File: src/rtl/systolic_array_sequencer.sv
// ---------------------------------------------------------------------------
// systolic_array_sequencer
//
// Sequences one output-stationary N x N tile computation on the int8 MAC
// processing-element grid. A tile command carries the reduction depth K. The
// sequencer then runs four phases:
//   CLEAR : one-cycle clear pulse to every PE
//   RUN   : T = K + 2(N-1) enabled steps with skewed per-lane operand feeds
//   DONE  : accumulators held stable until the result consumer accepts them
//   IDLE  : ready for the next command (at least one cycle between tiles)
//
// Ports
//   clk         clock, all logic on the rising edge
//   reset       synchronous active-high reset, priority in every state
//   cmd_valid   tile command offered
//   cmd_ready   command accepted when high (IDLE only)
//   cmd_k       reduction depth K of the offered command (0 allowed)
//   stall       operand buffers not ready; freezes array and sequencing
//   arr_start   one-cycle clear pulse to every PE start input
//   arr_enable  array-wide PE enable
//   lane_valid  bit r: row r of A / column r of B carries a real operand
//   lane_k      lane r operand index at bits [r*KW +: KW], 0 when not valid
//   busy        high in every state except IDLE
//   res_valid   all PE outputs are final and stable
//   res_ready   result consumer accepts the tile
// ---------------------------------------------------------------------------
module systolic_array_sequencer #(
   parameter int N  = 4,
   parameter int KW = 16
) (
   input  logic            clk,
   input  logic            reset,
   input  logic            cmd_valid,
   output logic            cmd_ready,
   input  logic [KW-1:0]   cmd_k,
   input  logic            stall,
   output logic            arr_start,
   output logic            arr_enable,
   output logic [N-1:0]    lane_valid,
   output logic [N*KW-1:0] lane_k,
   output logic            busy,
   output logic            res_valid,
   input  logic            res_ready
);

   typedef enum logic [1:0] {
      S_IDLE  = 2'd0,
      S_CLEAR = 2'd1,
      S_RUN   = 2'd2,
      S_DONE  = 2'd3
   } state_t;

   // Skew depth: the far corner PE sees its operands 2(N-1) steps after lane 0.
   localparam logic [KW:0] SKEW = (KW+1)'(2 * (N - 1));
   localparam logic [KW:0] ONE  = (KW+1)'(1);

   state_t        state, state_nx;
   logic [KW:0]   t, t_nx;
   logic [KW-1:0] k_reg, k_nx;
   logic [KW:0]   k_ext;
   logic [KW:0]   t_last;

   assign k_ext = {1'b0, k_reg};
   // RUN is only entered with K >= 1, so T-1 never underflows.
   assign t_last = k_ext + SKEW - ONE;

   always_ff @(posedge clk) begin
      if (reset) begin
         state <= S_IDLE;
         t     <= '0;
         k_reg <= '0;
      end else begin
         state <= state_nx;
         t     <= t_nx;
         k_reg <= k_nx;
      end
   end

   always_comb begin
      state_nx   = state;
      t_nx       = t;
      k_nx       = k_reg;
      cmd_ready  = 1'b0;
      arr_start  = 1'b0;
      arr_enable = 1'b0;
      busy       = 1'b1;
      res_valid  = 1'b0;
      case (state)
         S_IDLE: begin
            cmd_ready = 1'b1;
            busy      = 1'b0;
            if (cmd_valid) begin
               k_nx     = cmd_k;
               t_nx     = '0;
               state_nx = S_CLEAR;
            end
         end
         S_CLEAR: begin
            arr_start = 1'b1;
            t_nx      = '0;
            // An empty reduction leaves the freshly cleared (all-zero) results.
            state_nx  = (k_reg == '0) ? S_DONE : S_RUN;
         end
         S_RUN: begin
            if (!stall) begin
               arr_enable = 1'b1;
               t_nx       = t + ONE;
               if (t == t_last) state_nx = S_DONE;
            end
         end
         S_DONE: begin
            // Enable stays low so the PE accumulators hold; stall is irrelevant.
            res_valid = 1'b1;
            if (res_ready) state_nx = S_IDLE;
         end
         default: state_nx = S_IDLE;
      endcase
   end

   // Lane r is delayed by r enabled steps: it carries operand index t-r while
   // r <= t <= r+K-1, and the feeder injects zeros outside that window.
   always_comb begin
      logic [KW:0] off;
      off        = '0;
      lane_valid = '0;
      lane_k     = '0;
      if (arr_enable) begin
         for (int r = 0; r < N; r++) begin
            off = t - (KW+1)'(r);
            if ((t >= (KW+1)'(r)) && (off < k_ext)) begin
               lane_valid[r]        = 1'b1;
               lane_k[r*KW +: KW]   = off[KW-1:0];
            end
         end
      end
   end

endmodule
File: config.mk
export PLATFORM = sky130hd
export DESIGN_NAME = systolic_array_sequencer
export DESIGN_NICKNAME = d
export VERILOG_FILES = /design/src/rtl/systolic_array_sequencer.sv
export SDC_FILE = /design/constraint.sdc
export NUM_CORES = 1
export LEC_CHECK = 0
export ABC_AREA = 0
export CAP_MARGIN = 30
export CELL_PAD_IN_SITES_DETAIL_PLACEMENT = 0
export CELL_PAD_IN_SITES_GLOBAL_PLACEMENT = 2
export CORE_MARGIN = 2
export CORE_UTILIZATION = 30
export CTS_BUF_LIST = sky130_fd_sc_hd__clkbuf_16
export CTS_CLUSTER_DIAMETER = 150
export CTS_CLUSTER_SIZE = 30
export DETAILED_ROUTE_END_ITERATION = 16
export GPL_TIMING_DRIVEN = 1
export MAX_ROUTING_LAYER = met4
export PLACE_DENSITY = 0.87
export SLEW_MARGIN = 20
export SYNTH_ARGS = -nofsm -noshare
export SYNTH_HDL_FRONTEND = slang
export SYNTH_SLANG_ARGS = --single-unit
export TNS_END_PERCENT = 100
File: constraint.sdc
create_clock -name clk -period 5.3 [get_ports clk]
set_input_delay 0.53 -clock clk [delete_from_list [all_inputs] [get_ports clk]]
set_output_delay 0.53 -clock clk [all_outputs]
set_load 0.1 [all_outputs]
==> summary.txt <==
Grt ovf: 0
Cts bufs inserted: 5
Clock root cell: clkbuf_16
Final worst slack: 0.4504 ns
Hold Crit Class: register to register
Cell area after synthesis: 5035 µm²
Die width: 133.6 µm
Count of final setup violators: 0
Unrepaired setup endpoints after global routing: false
Die area: 17,840 µm²
# IOs: 94
Max-capacitance violation count: 0
Status: complete, no violations
Final TNS setup: 0 ns
Fmax: 206.2 MHz
Post-synth EDFFs: 0
Compound-gate portion of the synthesized area: 0.1553
Routed vias/inst: 5.116
Synth unique cells: 65
Via count: 5,039
Final Cycle Share: 0.9150
Diodes inserted: 0
Worst Clk Skew: 0.009591 ns
Yosys reg bits: 35
DR pass1 iterations: 5
Post-Synth Simple-Gate Area: 0.3246
Global-route wire length before repair: 27.39 mm
Starting Density: 0.3058
Crit-path max cell delay: 0.49 ns
Clock sinks: 35
Setup Fix Bufs, Post-CTS: 0
Worst-Margin Slew: 0.9921 ns
YS warnings: 0
Post-route cell area: 6802 µm²
Htree depth: 2
Share of layout cells above drive strength 1: 0.1621
Post-Synth XOR/XNOR Area: 0.1270
ANT nets after route: 0
Mux contribution to synthesized area: 0.006213
Vias in the first global route: 4,993
Die height: 133.6 µm
Cell Area, Placed: 6664 µm²
Synthesized netlist cell count: 684
Largest family of logic cells by synthesized area: simple AND/OR/NAND/NOR gates
Startpoint type of the worst setup path: register
Worst relative slew slack: 0.3365
Total power: 1.496 mW
DRT iter0 DRCs: 266
Reg clk slew, reported paths: 0.06 ns
Most frequent cells in the layout: nand2_1 (103), nor2_1 (77), ha_1 (75), buf_12 (49), xnor2_1 (41)
Critical path type: register to output port
Site Rows: 47
Top delay family on crit path: simple AND/OR/NAND/NOR gates
Power Density: 220.0 nW/µm²
Buffers on Ports: 93
Setup WS pre-CTS: 0.7143 ns
Total leakage power: 2.817 nW
GRT Total Usage: 0.2020
Pins over their slew limit: 0
CP Data Arrival Time: 4.32 ns
Commonest register cell after synthesis: dfxtp_1
Crit path cell chain: inv_1 > ha_1 > or3b_1 > or3_4 > nor3_2 > nand2_1 > xnor2_1 > ha_1 > a21o_1 > a21o_1 > a21oi_1 > o2111a_2 > nor3b_1 > buf_12
Max FO, Critical Path: 17
Layout Nets: 860
Post-synthesis adder-cell area fraction: 0.1864
Wire per inst: 17.97 µm
Layout area overhead: 35.09%
Req. time, crit path: 4.77 ns
Clock buffer depth: 2
Dpl hpwl: 14.29 mm
Largest net degree at the start of global routing: 24
Average cell area after synthesis: 7.361 µm²
CTS tree: done
# DRC: 0
Commonest non-fill, non-tap cell in the layout: nand2_1
Sequential cell area fraction in the yosys report: 0.1392
Slowest cell on crit path: dfxtp_1
PostCTS Resize Cnt: 0
Core ar.: 16,470 µm²
Worst setup EP type: output port
Routed WL: 17.71 mm
Largest register FFs: 17
Worst vdd ir: 562.4 µV
Tmin final: 4.850 ns
Worst-skew pair later-pin latency: 0.28 ns
Final Hold Vio Count: 0
Routability Congestion: 0.8952
Hold buffers post-CTS: 0
Synthesized net count: 780
Initial antenna violation count: 0
Async SR Flop Fraction: 0
CP bufs+invs: 2
[power by group]
| part | total (mW) | switching, mW | internal, mW |
|---|---|---|---|
| clock network | 0.279 | 0.109 | 0.170 |
| logic | 0.858 | 0.565 | 0.294 |
| registers | 0.360 | 0.0648 | 0.295 |
[worst reg2reg max path: cells and delay by family (launching register included)]
family	cells	cell delay [ns]
xor gates and xnor gates	1	0.15
and+or+nand+nor	2	0.50
AOI/OAI and AO/OA	3	0.91
muxes	1	0.36
DFF	1	0.53
adders and majority gates	1	0.36
[path summary, 6_finish.rpt]
kind | start | end | slack [ns] | cells past startpoint
worst min register to register | k_reg[13] | k_reg[13] | 0.49 | 2
worst max register to register | k_reg[0] | state[0] | 2.38 | 8
worst max-delay path | t[2] | lane_k[33] | 0.45 | 14
worst min-delay path | k_reg[13] | k_reg[13] | 0.49 | 2
[kinds of logic after synthesis]
| family | count (synthesis) |
|---|---|
| simple gates | 314 |
| compound gates | 113 |
| fa+ha+maj | 75 |
| xor+xnor | 73 |
| buf+inv | 71 |
| flops | 35 |
| mux | 3 |
[synth_stat cells, drive strengths merged, types with 2 or more instances]
cell / instances / share of area
a21oi: 36 / 0.037
xor2: 32 / 0.056
clkbuf: 20 / 0.015
or3: 7 / 0.0097
a31oi: 6 / 0.010
nand3b: 2 / 0.0055
xnor2: 41 / 0.071
mux2i: 2 / 0.0040
nor3b: 11 / 0.016
ha: 75 / 0.19
a2111oi: 3 / 0.0077
or4: 5 / 0.0089
buf: 20 / 0.023
nor2b: 8 / 0.0099
o2111a: 2 / 0.0047
nand2b: 5 / 0.0077
and4: 2 / 0.0035
a211o: 2 / 0.0035
a211oi: 6 / 0.0089
a311o: 2 / 0.0040
nor2: 77 / 0.057
o21ai: 17 / 0.017
nor4: 18 / 0.033
nand2: 103 / 0.077
o211ai: 5 / 0.0075
o21a: 7 / 0.010
and2: 17 / 0.021
inv: 31 / 0.023
a221oi: 2 / 0.0047
nor3: 15 / 0.017
a21o: 16 / 0.024
and3: 5 / 0.0062
o31ai: 3 / 0.0055
nand3: 17 / 0.019
nor4b: 4 / 0.0082
nand4: 17 / 0.022
dfxtp: 35 / 0.14
[layer usage]
layer,vias up,routed length [µm],global-route usage
met1,2368,7949,0.2476
met3,23,571,0.01826
met2,101,8678,0.3465
met5,-,0,-
li1,2547,-,-
met4,0,505,0.07210
[per-stage QoR]
step / utilization / std cells / hold WS, ns
floorplan: - / 684 / 0.4611
global placement: 0.4047 / 977 / 0.4854
detailed placement: 0.4047 / 977 / 0.4833
CTS: 0.4131 / 985 / 0.4906
global route: 0.4131 / 985 / 0.5409
finish: 0.4131 / 985 / 0.4892
[final cells by class]
type	count	area, µm²
sequential	35	700.7
clock buffer	5	125.1
multi-input combinational	578	4048
tap	220	275.3
inverter	31	116.4
fill	1678	9664
timing repair buffer	113	1524
clock inverter	3	12.51
Power figures use the tool's default switching activity.
==> variant: new RTL, same settings <==
The parameter `N` goes from 4 to 5.
--- a/src/rtl/systolic_array_sequencer.sv
+++ b/src/rtl/systolic_array_sequencer.sv
@@ -26,5 +26,5 @@
 // ---------------------------------------------------------------------------
 module systolic_array_sequencer #(
-   parameter int N  = 4,
+   parameter int N  = 5,
    parameter int KW = 16
 ) (
Ports: changed (resized lane_k and lane_valid); port bits go from 94 to 111. The function was not compared with the original's and may differ.
==> variant against the unedited design <==
Worst hold slack better by 0.018 ns; first-iteration DRC count up 80%; maximum frequency decreased by 0.29%; via count grew 13%; area after synthesis is 13% higher; sequential cell count unchanged; power up 9.0%; core utilization shrank 0.33 points; global-route usage is 1.0 points higher; register-to-register slack got worse by 0.03 ns; wire length increased by 16%; final area increased by 12%; worst setup slack worse by 0.014 ns; largest cell class unchanged; largest power group unchanged.
==> variant: results (changes against the unedited design) <==
* **capture point of the worst reg-to-reg path** t[16], was state[0]
* **total number of nets in the final design** 980, was 860
* **vias in the first global route** 5526, was 4993
* **clock power share** 21.0%, was 18.6%
* **status** completed, unchanged
* **part of the Yosys area used for sequential elements** 12.3%, was 13.9%
* **adder and majority gate portion of the synthesized area** 20.7%, was 18.6%
* **GR Layer Usage met1** 29.6%, was 24.8%
* **DR pass1 iterations** 7, was 5
* **post-synthesis area per instance** 7.40 µm², was 7.36 µm²
* **length of routed met2 wiring** 9580 µm, was 8680 µm
* **GR Layer Usage met3** 2.26%, was 1.83%
* **average via count per standard cell** 5.18, was 5.12
* **slack of the worst reg-to-reg path** 2.35 ns, was 2.38 ns
* **launching instance or port of the critical path** t[3], was t[2]
* **leading post-synthesis cells by cell area** ha_1 (21%), dfxtp_1 (12%), xnor2_1 (8.8%), was ha_1 (19%), dfxtp_1 (14%), nand2_1 (7.7%)
* **grt met2 use** 33.9%, was 34.7%
* **r2r startpoint** state[0], was k_reg[0]
* **largest net degree at the start of global routing** 23, was 24
* **total placed instance area** 0.00745 mm², was 0.00666 mm²
* **fraction of the mapped netlist area in compound gates** 17.5%, was 15.5%
* **met3 WL** 823 µm, was 571 µm
* **port buffer count** 110, was 93
* **number of different library cells in the post-synthesis netlist** 66, was 65
* **final-layout worst hold slack** 0.507 ns, was 0.489 ns
* **post-DR wirelength/cell** 18.7 µm, was 18.0 µm
-- variant: changes by cell type in the layout (fill, tap and decap cells not counted), sizes merged, moves of 7 or more --
cell   delta
buf      +20
a21o      +8
nor2     -10
xnor2    +16
nor4      -9
nor2b    +13
nand3     +7
ha       +19
a21oi    +18
-- variant: final cells by class --
class	count	area (µm²)
timing repair buffer	133	1690
multi-input combinational	653	4650
sequential	35	701
inverter	37	139
fill	1925	11000
clock buffer	5	125
clock inverter	3	43.8
tap	234	293
-- variant: worst max path at each step --
stage | to | slack (ns) | cells past startpoint
after floorplan | lane_k[36] | -0.66 | 14
after global placement | lane_k[33] | 0.67 | 12
after detailed placement | lane_k[47] | 0.54 | 12
after CTS | lane_k[47] | 0.20 | 12
after global routing | lane_k[45] | 0.11 | 11
final | lane_k[39] | 0.44 | 14
-- variant: cells by family after synthesis --
family,count (synthesis)
AOI/OAI and AO/OA,144
adders and majority gates,94
xor gates and xnor gates,86
DFF,35
and+or+nand+nor,329
buffers and inverters,81
